[config.mk]
export PLATFORM = sky130hd
export DESIGN_NAME = dma_channel_arbiter
export DESIGN_NICKNAME = d
export VERILOG_FILES = /design/src/rtl/dma_channel_arbiter.sv
export SDC_FILE = /design/constraint.sdc
export NUM_CORES = 1
export LEC_CHECK = 0
export CORE_ASPECT_RATIO = 1.25
export CORE_MARGIN = 8
export CORE_UTILIZATION = 40
export DETAILED_ROUTE_END_ITERATION = 10
export GPL_ROUTABILITY_DRIVEN = 0
export GPL_TIMING_DRIVEN = 0
export MAX_ROUTING_LAYER = met4
export PLACE_DENSITY = 0.58
export SLEW_MARGIN = 20
export SYNTH_ARGS = -nofsm -noshare
export SYNTH_HDL_FRONTEND = slang
export SYNTH_SLANG_ARGS = --single-unit
[constraint.sdc]
create_clock -name clk_i -period 6.01 [get_ports clk_i]
set_input_delay 0.9015 -clock clk_i [delete_from_list [all_inputs] [get_ports clk_i]]
set_output_delay 0.9015 -clock clk_i [all_outputs]
set_load 0.03 [all_outputs]
[src/rtl/dma_channel_arbiter.sv]
// DMA channel arbiter: round-robin selection among 16 request channels,
// one grant at a time, with abort on channel disable and optional per-grant
// timeout. The binary grant index drives an external 4-to-16 decoder whose
// enable is grant_en_o.
module dma_channel_arbiter #(
   parameter logic [15:0] TIMEOUT_CYC = 16'd255
) (
   input  logic        clk_i,
   input  logic        rst_ni,
   input  logic [15:0] req_i,
   input  logic [15:0] ch_en_i,
   input  logic        done_i,
   output logic        grant_en_o,
   output logic [3:0]  grant_idx_o,
   output logic        start_o,
   output logic        abort_o,
   output logic        timeout_o
);

   typedef enum logic [1:0] {
      ST_IDLE = 2'd0,
      ST_ARB  = 2'd1,
      ST_BUSY = 2'd2
   } state_t;

   state_t      state_r;
   logic [3:0]  rr_ptr_r;
   logic [15:0] cnt_r;
   logic        grant_en_r;
   logic [3:0]  grant_idx_r;
   logic        start_r;
   logic        abort_r;
   logic        timeout_r;

   logic [15:0] eligible_s;
   logic [3:0]  winner_s;
   logic        chan_on_s;
   logic        timeout_hit_s;

   // First set bit of elig at or above ptr, wrapping 15 -> 0.
   function automatic logic [3:0] rr_pick(input logic [15:0] elig, input logic [3:0] ptr);
      logic [3:0] idx;
      logic       found;
      rr_pick = ptr;
      found   = 1'b0;
      for (int i = 0; i < 16; i++) begin
         idx = ptr + 4'(i);
         if (!found && elig[idx]) begin
            rr_pick = idx;
            found   = 1'b1;
         end else begin
            found   = found;
         end
      end
   endfunction

   // Combinational arbitration inputs: eligibility, winner and exit conditions.
   always_comb begin
      eligible_s    = req_i & ch_en_i;
      winner_s      = rr_pick(eligible_s, rr_ptr_r);
      chan_on_s     = ch_en_i[grant_idx_r];
      timeout_hit_s = (TIMEOUT_CYC != 16'd0) && (cnt_r == (TIMEOUT_CYC - 16'd1));
   end

   // Arbiter state machine with all outputs registered; pulses default low.
   always_ff @(posedge clk_i or negedge rst_ni) begin
      if (!rst_ni) begin
         state_r     <= ST_IDLE;
         rr_ptr_r    <= 4'd0;
         cnt_r       <= 16'd0;
         grant_en_r  <= 1'b0;
         grant_idx_r <= 4'd0;
         start_r     <= 1'b0;
         abort_r     <= 1'b0;
         timeout_r   <= 1'b0;
      end else begin
         start_r   <= 1'b0;
         abort_r   <= 1'b0;
         timeout_r <= 1'b0;
         case (state_r)
            ST_IDLE: begin
               grant_en_r <= 1'b0;
               if (eligible_s != 16'd0) begin
                  state_r <= ST_ARB;
               end else begin
                  state_r <= ST_IDLE;
               end
            end
            ST_ARB: begin
               if (eligible_s != 16'd0) begin
                  grant_idx_r <= winner_s;
                  grant_en_r  <= 1'b1;
                  start_r     <= 1'b1;
                  cnt_r       <= 16'd0;
                  state_r     <= ST_BUSY;
               end else begin
                  grant_en_r  <= 1'b0;
                  state_r     <= ST_IDLE;
               end
            end
            ST_BUSY: begin
               // Exit priority: completion beats disable beats timeout.
               if (done_i) begin
                  grant_en_r <= 1'b0;
                  rr_ptr_r   <= grant_idx_r + 4'd1;
                  state_r    <= ST_IDLE;
               end else if (!chan_on_s) begin
                  grant_en_r <= 1'b0;
                  abort_r    <= 1'b1;
                  rr_ptr_r   <= grant_idx_r + 4'd1;
                  state_r    <= ST_IDLE;
               end else if (timeout_hit_s) begin
                  grant_en_r <= 1'b0;
                  timeout_r  <= 1'b1;
                  rr_ptr_r   <= grant_idx_r + 4'd1;
                  state_r    <= ST_IDLE;
               end else begin
                  cnt_r      <= cnt_r + 16'd1;
                  state_r    <= ST_BUSY;
               end
            end
            default: begin
               grant_en_r <= 1'b0;
               state_r    <= ST_IDLE;
            end
         endcase
      end
   end

   assign grant_en_o  = grant_en_r;
   assign grant_idx_o = grant_idx_r;
   assign start_o     = start_r;
   assign abort_o     = abort_r;
   assign timeout_o   = timeout_r;

endmodule

# ---- Yosys cells after proc, flatten, opt, wreduce, memory -nomap -nowiden
# Index checks and enable logic that the tools add are counted.
dict set report word_totals {
  register_bits 30
  in_bits 35
  output_inout_bits 8
  wordCells 179
}
dict set report op_classes {
  addsub 17
  magnitude_cmp 17
  eq_ne 9
  n_mux 91
  bitwise_logic 1
  reduce_logical 36
}
# op n
set ops {}
lappend ops {{$lt 4x5->1 const B} 17}
lappend ops {{$mux 4} 18}
lappend ops {{$bmux 1 s4} 17}
lappend ops {{$mux 16} 4}
lappend ops {{$mux 1} 45}
lappend ops {{$add 4x4->4 const B} 8}
lappend ops {{$pmux 16 s2} 1}
lappend ops {{$add 16x1->16 const B} 1}
lappend ops {{$add 4x3->4 const B} 4}
lappend ops {{$and 16x16->16} 1}
lappend ops {{$eq 16x8->1 const B} 1}
lappend ops {{$reduce_bool 16->1} 1}
lappend ops {{$logic_and 1x1->1} 15}
lappend ops {{$logic_not 1->1} 15}
lappend ops {{$add 4x1->4 const B} 2}
lappend ops {{$add 4x2->4 const B} 2}
lappend ops {{$mux 2} 4}
lappend ops {{$ne 2x2->1 const B} 4}
lappend ops {{$pmux 2 s3} 1}
lappend ops {{$reduce_and 5->1} 1}
lappend ops {{$ne 4x4->1 const B} 1}
lappend ops {{$reduce_and 2->1} 2}
lappend ops {{$ne 3x2->1 const B} 1}
lappend ops {{$eq 2x1->1 const B} 1}
lappend ops {{other kinds (4)} 4}

# ---- Logic depth before layout (Yosys ltp)
dict set report logic_depth {
  word_depth 49
  ltp_mapped 16
  mapped_depth_nobuf 12
}

# ---- Worst setup path before layout
# No wires, ideal clock.
dict set report synth_timing {
  path_kind {register to register}
  start {reg rr_ptr_r[1]}
  end {reg grant_idx_r[3], in the netlist grant_idx_o[3]}
  setup_time_ps 124
  t_arrival_ps 3843
  t_required_ps 5886
  slack_ps 2043
  path_stages_with_launch 16
  n_path_buf 3
  period_less_slack_ps 3967
  cell_sequence {dfrtp_1 inv_1 clkbuf_1 ha_1 buf_2 nand3_1 o21ai_0 mux4_2 mux2_4 nand3b_4 or4_4 buf_6 nor2_8 and2_1 and3b_1 a211o_1}
}
dict set report synth_via {
  elab_chain_len 48
  word_cells_on_any_way 107
  cone_classes {add/sub (15); mux (62); reduce/logical (30)}
}
# element line
set synth_rtl {}
lappend synth_rtl {{from (decl)} 27} ;# logic [3:0] rr_ptr_r;
lappend synth_rtl {{from (signal assigned)} 105} ;# rr_ptr_r <= grant_idx_r + 4'd1;
lappend synth_rtl {{from (signal assigned)} 110} ;# rr_ptr_r <= grant_idx_r + 4'd1;
lappend synth_rtl {{from (signal assigned)} 115} ;# rr_ptr_r <= grant_idx_r + 4'd1;
lappend synth_rtl {{parallel branches: the longest is 47 deep, another holds $add 4x1->4} --}
lappend synth_rtl {{$mux 4 *} 48} ;# if (!found && elig[idx]) begin
lappend synth_rtl {{to (signal assigned)} 91} ;# grant_idx_r <= winner_s;
lappend synth_rtl {{to (decl)} 30} ;# logic [3:0] grant_idx_r;
# Every way passes the cells marked *. The select of a mux whose other input is x is not followed.
# A chain may end at the register's enable or synchronous reset.

# ---- Final worst setup path
# Same ends and word-level chain as after synthesis.

==> qor.yml <==
vias: 4003
tns_ps: 0
critPathSlowestCell: "clkbuf_1"
fin_crit_sh_pct: 78.3
grt_usage_pct: 19.6
max_freq_ghz: 0.212
max_slew_margin_pct: 45.8
cpPeakStageDelay_ps: 630
cts_tree: "done"
drtAntennaViolNets: 0
pin_count: 43
critPathCaptureType: "flip-flop"
io_buffer_count: 42
insertion_delay_ps: 270
clock-sinks: 30
final_cell_count_no_fill: 635
hold_buffers: 0
clkTransAtPathRegs_ps: 50
synth_area_per_cell_um2: 8.98
grt_pass1_vias: 3939
syn_inst: 457
h-tree-depth: 2
cts_buffers: 5
critical_path_class: "flip-flop to flip-flop"
hold_viol_final: 0
worstMarginPinSlew_ps: 812
grt_overflow: 0
use_met1_pct: 24.4
syn_area_mm2: 0.00411
worst_setup_path_start_kind: "flip-flop"
seq_area_frac_synth_pct: 18.3
synth_cell_types: 81
grt.busiest_layer: "met2"
arrival_ps: 4860
slew_violations: 0
fin_crit_ps: 4710
drive_above_1_share_pct: 17.0
dr.pass1.iters: 5
drt_wl_total_mm: 13.3
cp_max_fo: 13
drv_cap: 0
cts-root-buf: "clkbuf_16"
skew_ps: 2.45
async_flop_share_pct: 100
antenna_found_initial: 0
status: "completed"
yosysWarnings: 0
num-fill-cells: 1028
synth_edf_count: 0
design.die.area_mm2: 0.0138
rsz0062_at_grt: "false"
fp.dieW_um: 107
rows: 41
synth_nets: 502
path_delay_family: "buffers and inverters"
cp.required_ps: 6160
initial_utilization_pct: 40.8
final_nets: 551
diodes: 0
dp_hpwl_mm: 10.5
routed_via_density: 6.30
synthFlopType: "dfrtp_1"
core_mm2: 0.0101
cts_buffer_depth: 2
cts_post_setup_buffers_inserted: 0
drc: 0
setup_viol: 0
area_growth_pct: 17.5
grt_pass1_wl_mm: 20.9
die_y_um: 129
critPathBufInv: 4
hold_class: "flip-flop to flip-flop"
dp_cells: 628
grt_max_degree: 31
cts_resized: 0
met3_usage_pct: 2.88
wl_per_cell_um: 20.9
drt_iter0_drc: 255
path_cells: "inv_1, clkbuf_1, ha_1, buf_2, clkinv_1, mux4_2, or4_1, a221oi_1, o32ai_1, a221oi_1, o32ai_1, a211o_1"
grt_use_met2_pct: 31.1
synth_seq_cells: 30
-- registers in the layout (all words and copies together), names as in the netlist --
name / cells
state_r: 2
timeout_o: 1
grant_idx_o: 4
rr_ptr_r: 4
start_o: 1
grant_en_o: 1
abort_o: 1
cnt_r: 16
-- worst paths after layout --
check,slack [ps],depth (start not counted),start,end
worst max register to register,1300,12,rr_ptr_r[1],grant_idx_o[3]
worst max-delay path,1300,12,rr_ptr_r[1],grant_idx_o[3]
max in group asynchronous,4890,1,rst_ni,grant_idx_o[1]
worst min register to register,430,1,state_r[0],state_r[0]
min in group asynchronous,670,1,rst_ni,grant_en_o
worst min-delay path,430,1,state_r[0],state_r[0]
-- logic make-up after synthesis --
group                      synth area share [%]
and+or+nand+nor                            24.9
AOI/OAI and AO/OA                          17.8
muxes                                      24.6
buffers and inverters                      4.94
DFF                                        18.3
xor gates and xnor gates                   6.37
adders and majority gates                  3.05
-- layout make-up --
class / count / area, µm² / share of cell area, %
Tap cell: 129 / 161 / 3.35
Buffer: 23 / 158 / 3.27
Multi-Input combinational cell: 392 / 3160 / 65.5
Timing Repair Buffer: 42 / 415 / 8.61
Sequential cell: 30 / 751 / 15.6
Clock buffer: 7 / 133 / 2.75
Inverter: 12 / 45.0 / 0.934
-- routing by layer --
layer / wire, µm / part of all wire, % / up-vias
met5: 0 / 0 / -
met4: 446 / 3.4 / 0
met3: 743 / 5.6 / 28
met2: 6280 / 47 / 201
met1: 5790 / 44 / 1917
li1: - / - / 1857
-- stage by stage --
stage / util, % / area, µm² / hold WS, ps / setup slack, ps
2_1_floorplan: - / 4110 / 403 / 2040
3_3_place_gp: 46.6 / 4690 / 413 / 1360
3_5_place_dp: 46.6 / 4690 / 423 / 1390
4_1_cts: 48.0 / 4820 / 431 / 1360
5_1_grt: 48.0 / 4820 / 446 / 1110
6_report: 48.0 / 4820 / 430 / 1300
-- cells in the mapped netlist (3+ instances only) --
cell | instances | share of area (%)
mux2i_1 | 19 | 4.6
nor2_1 | 33 | 3.0
o211ai_1 | 3 | 0.55
mux2_2 | 11 | 3.0
a21oi_1 | 22 | 2.7
a31oi_1 | 4 | 0.61
nor3_1 | 9 | 1.1
nor4_1 | 4 | 0.61
o211a_1 | 3 | 0.73
and3_1 | 5 | 0.76
nand4_1 | 17 | 2.6
nand3_1 | 8 | 0.98
mux4_2 | 26 | 14
buf_4 | 3 | 0.55
xor2_1 | 15 | 3.2
clkbuf_1 | 7 | 0.64
xnor2_1 | 3 | 0.64
nor2b_1 | 5 | 0.76
ha_1 | 10 | 3.0
o32ai_1 | 3 | 0.64
o21ai_0 | 25 | 3.0
buf_6 | 7 | 1.9
mux2_1 | 3 | 0.82
o22a_1 | 4 | 0.85
o22ai_1 | 16 | 2.4
and2_1 | 11 | 1.7
buf_2 | 6 | 0.73
nor3b_1 | 3 | 0.55
or3_1 | 11 | 1.7
a21o_1 | 3 | 0.55
nand2_1 | 54 | 4.9
dfrtp_1 | 30 | 18
nand2b_1 | 4 | 0.61
inv_1 | 9 | 0.82
-- placed cells by master, fill, tap and decap left out, types with 4 or more instances in the layout --
cell,count
a21oi_1,22
a31oi_1,4
and2_1,11
and3_1,5
buf_2,7
buf_6,7
clkbuf_1,9
clkbuf_16,5
clkdlybuf4s50_1,41
dfrtp_1,30
ha_1,10
inv_1,9
mux2_2,11
mux2i_1,19
mux4_2,26
nand2_1,54
nand2b_1,4
nand3_1,8
nand4_1,17
nor2_1,33
nor2b_1,5
nor3_1,9
nor4_1,4
o21ai_0,25
o22a_1,4
o22ai_1,16
or3_1,11
xor2_1,15
Power is left out: the tool's default activity adds up to more than one toggle a clock period on the data nets, which glitch-free logic cannot reach.
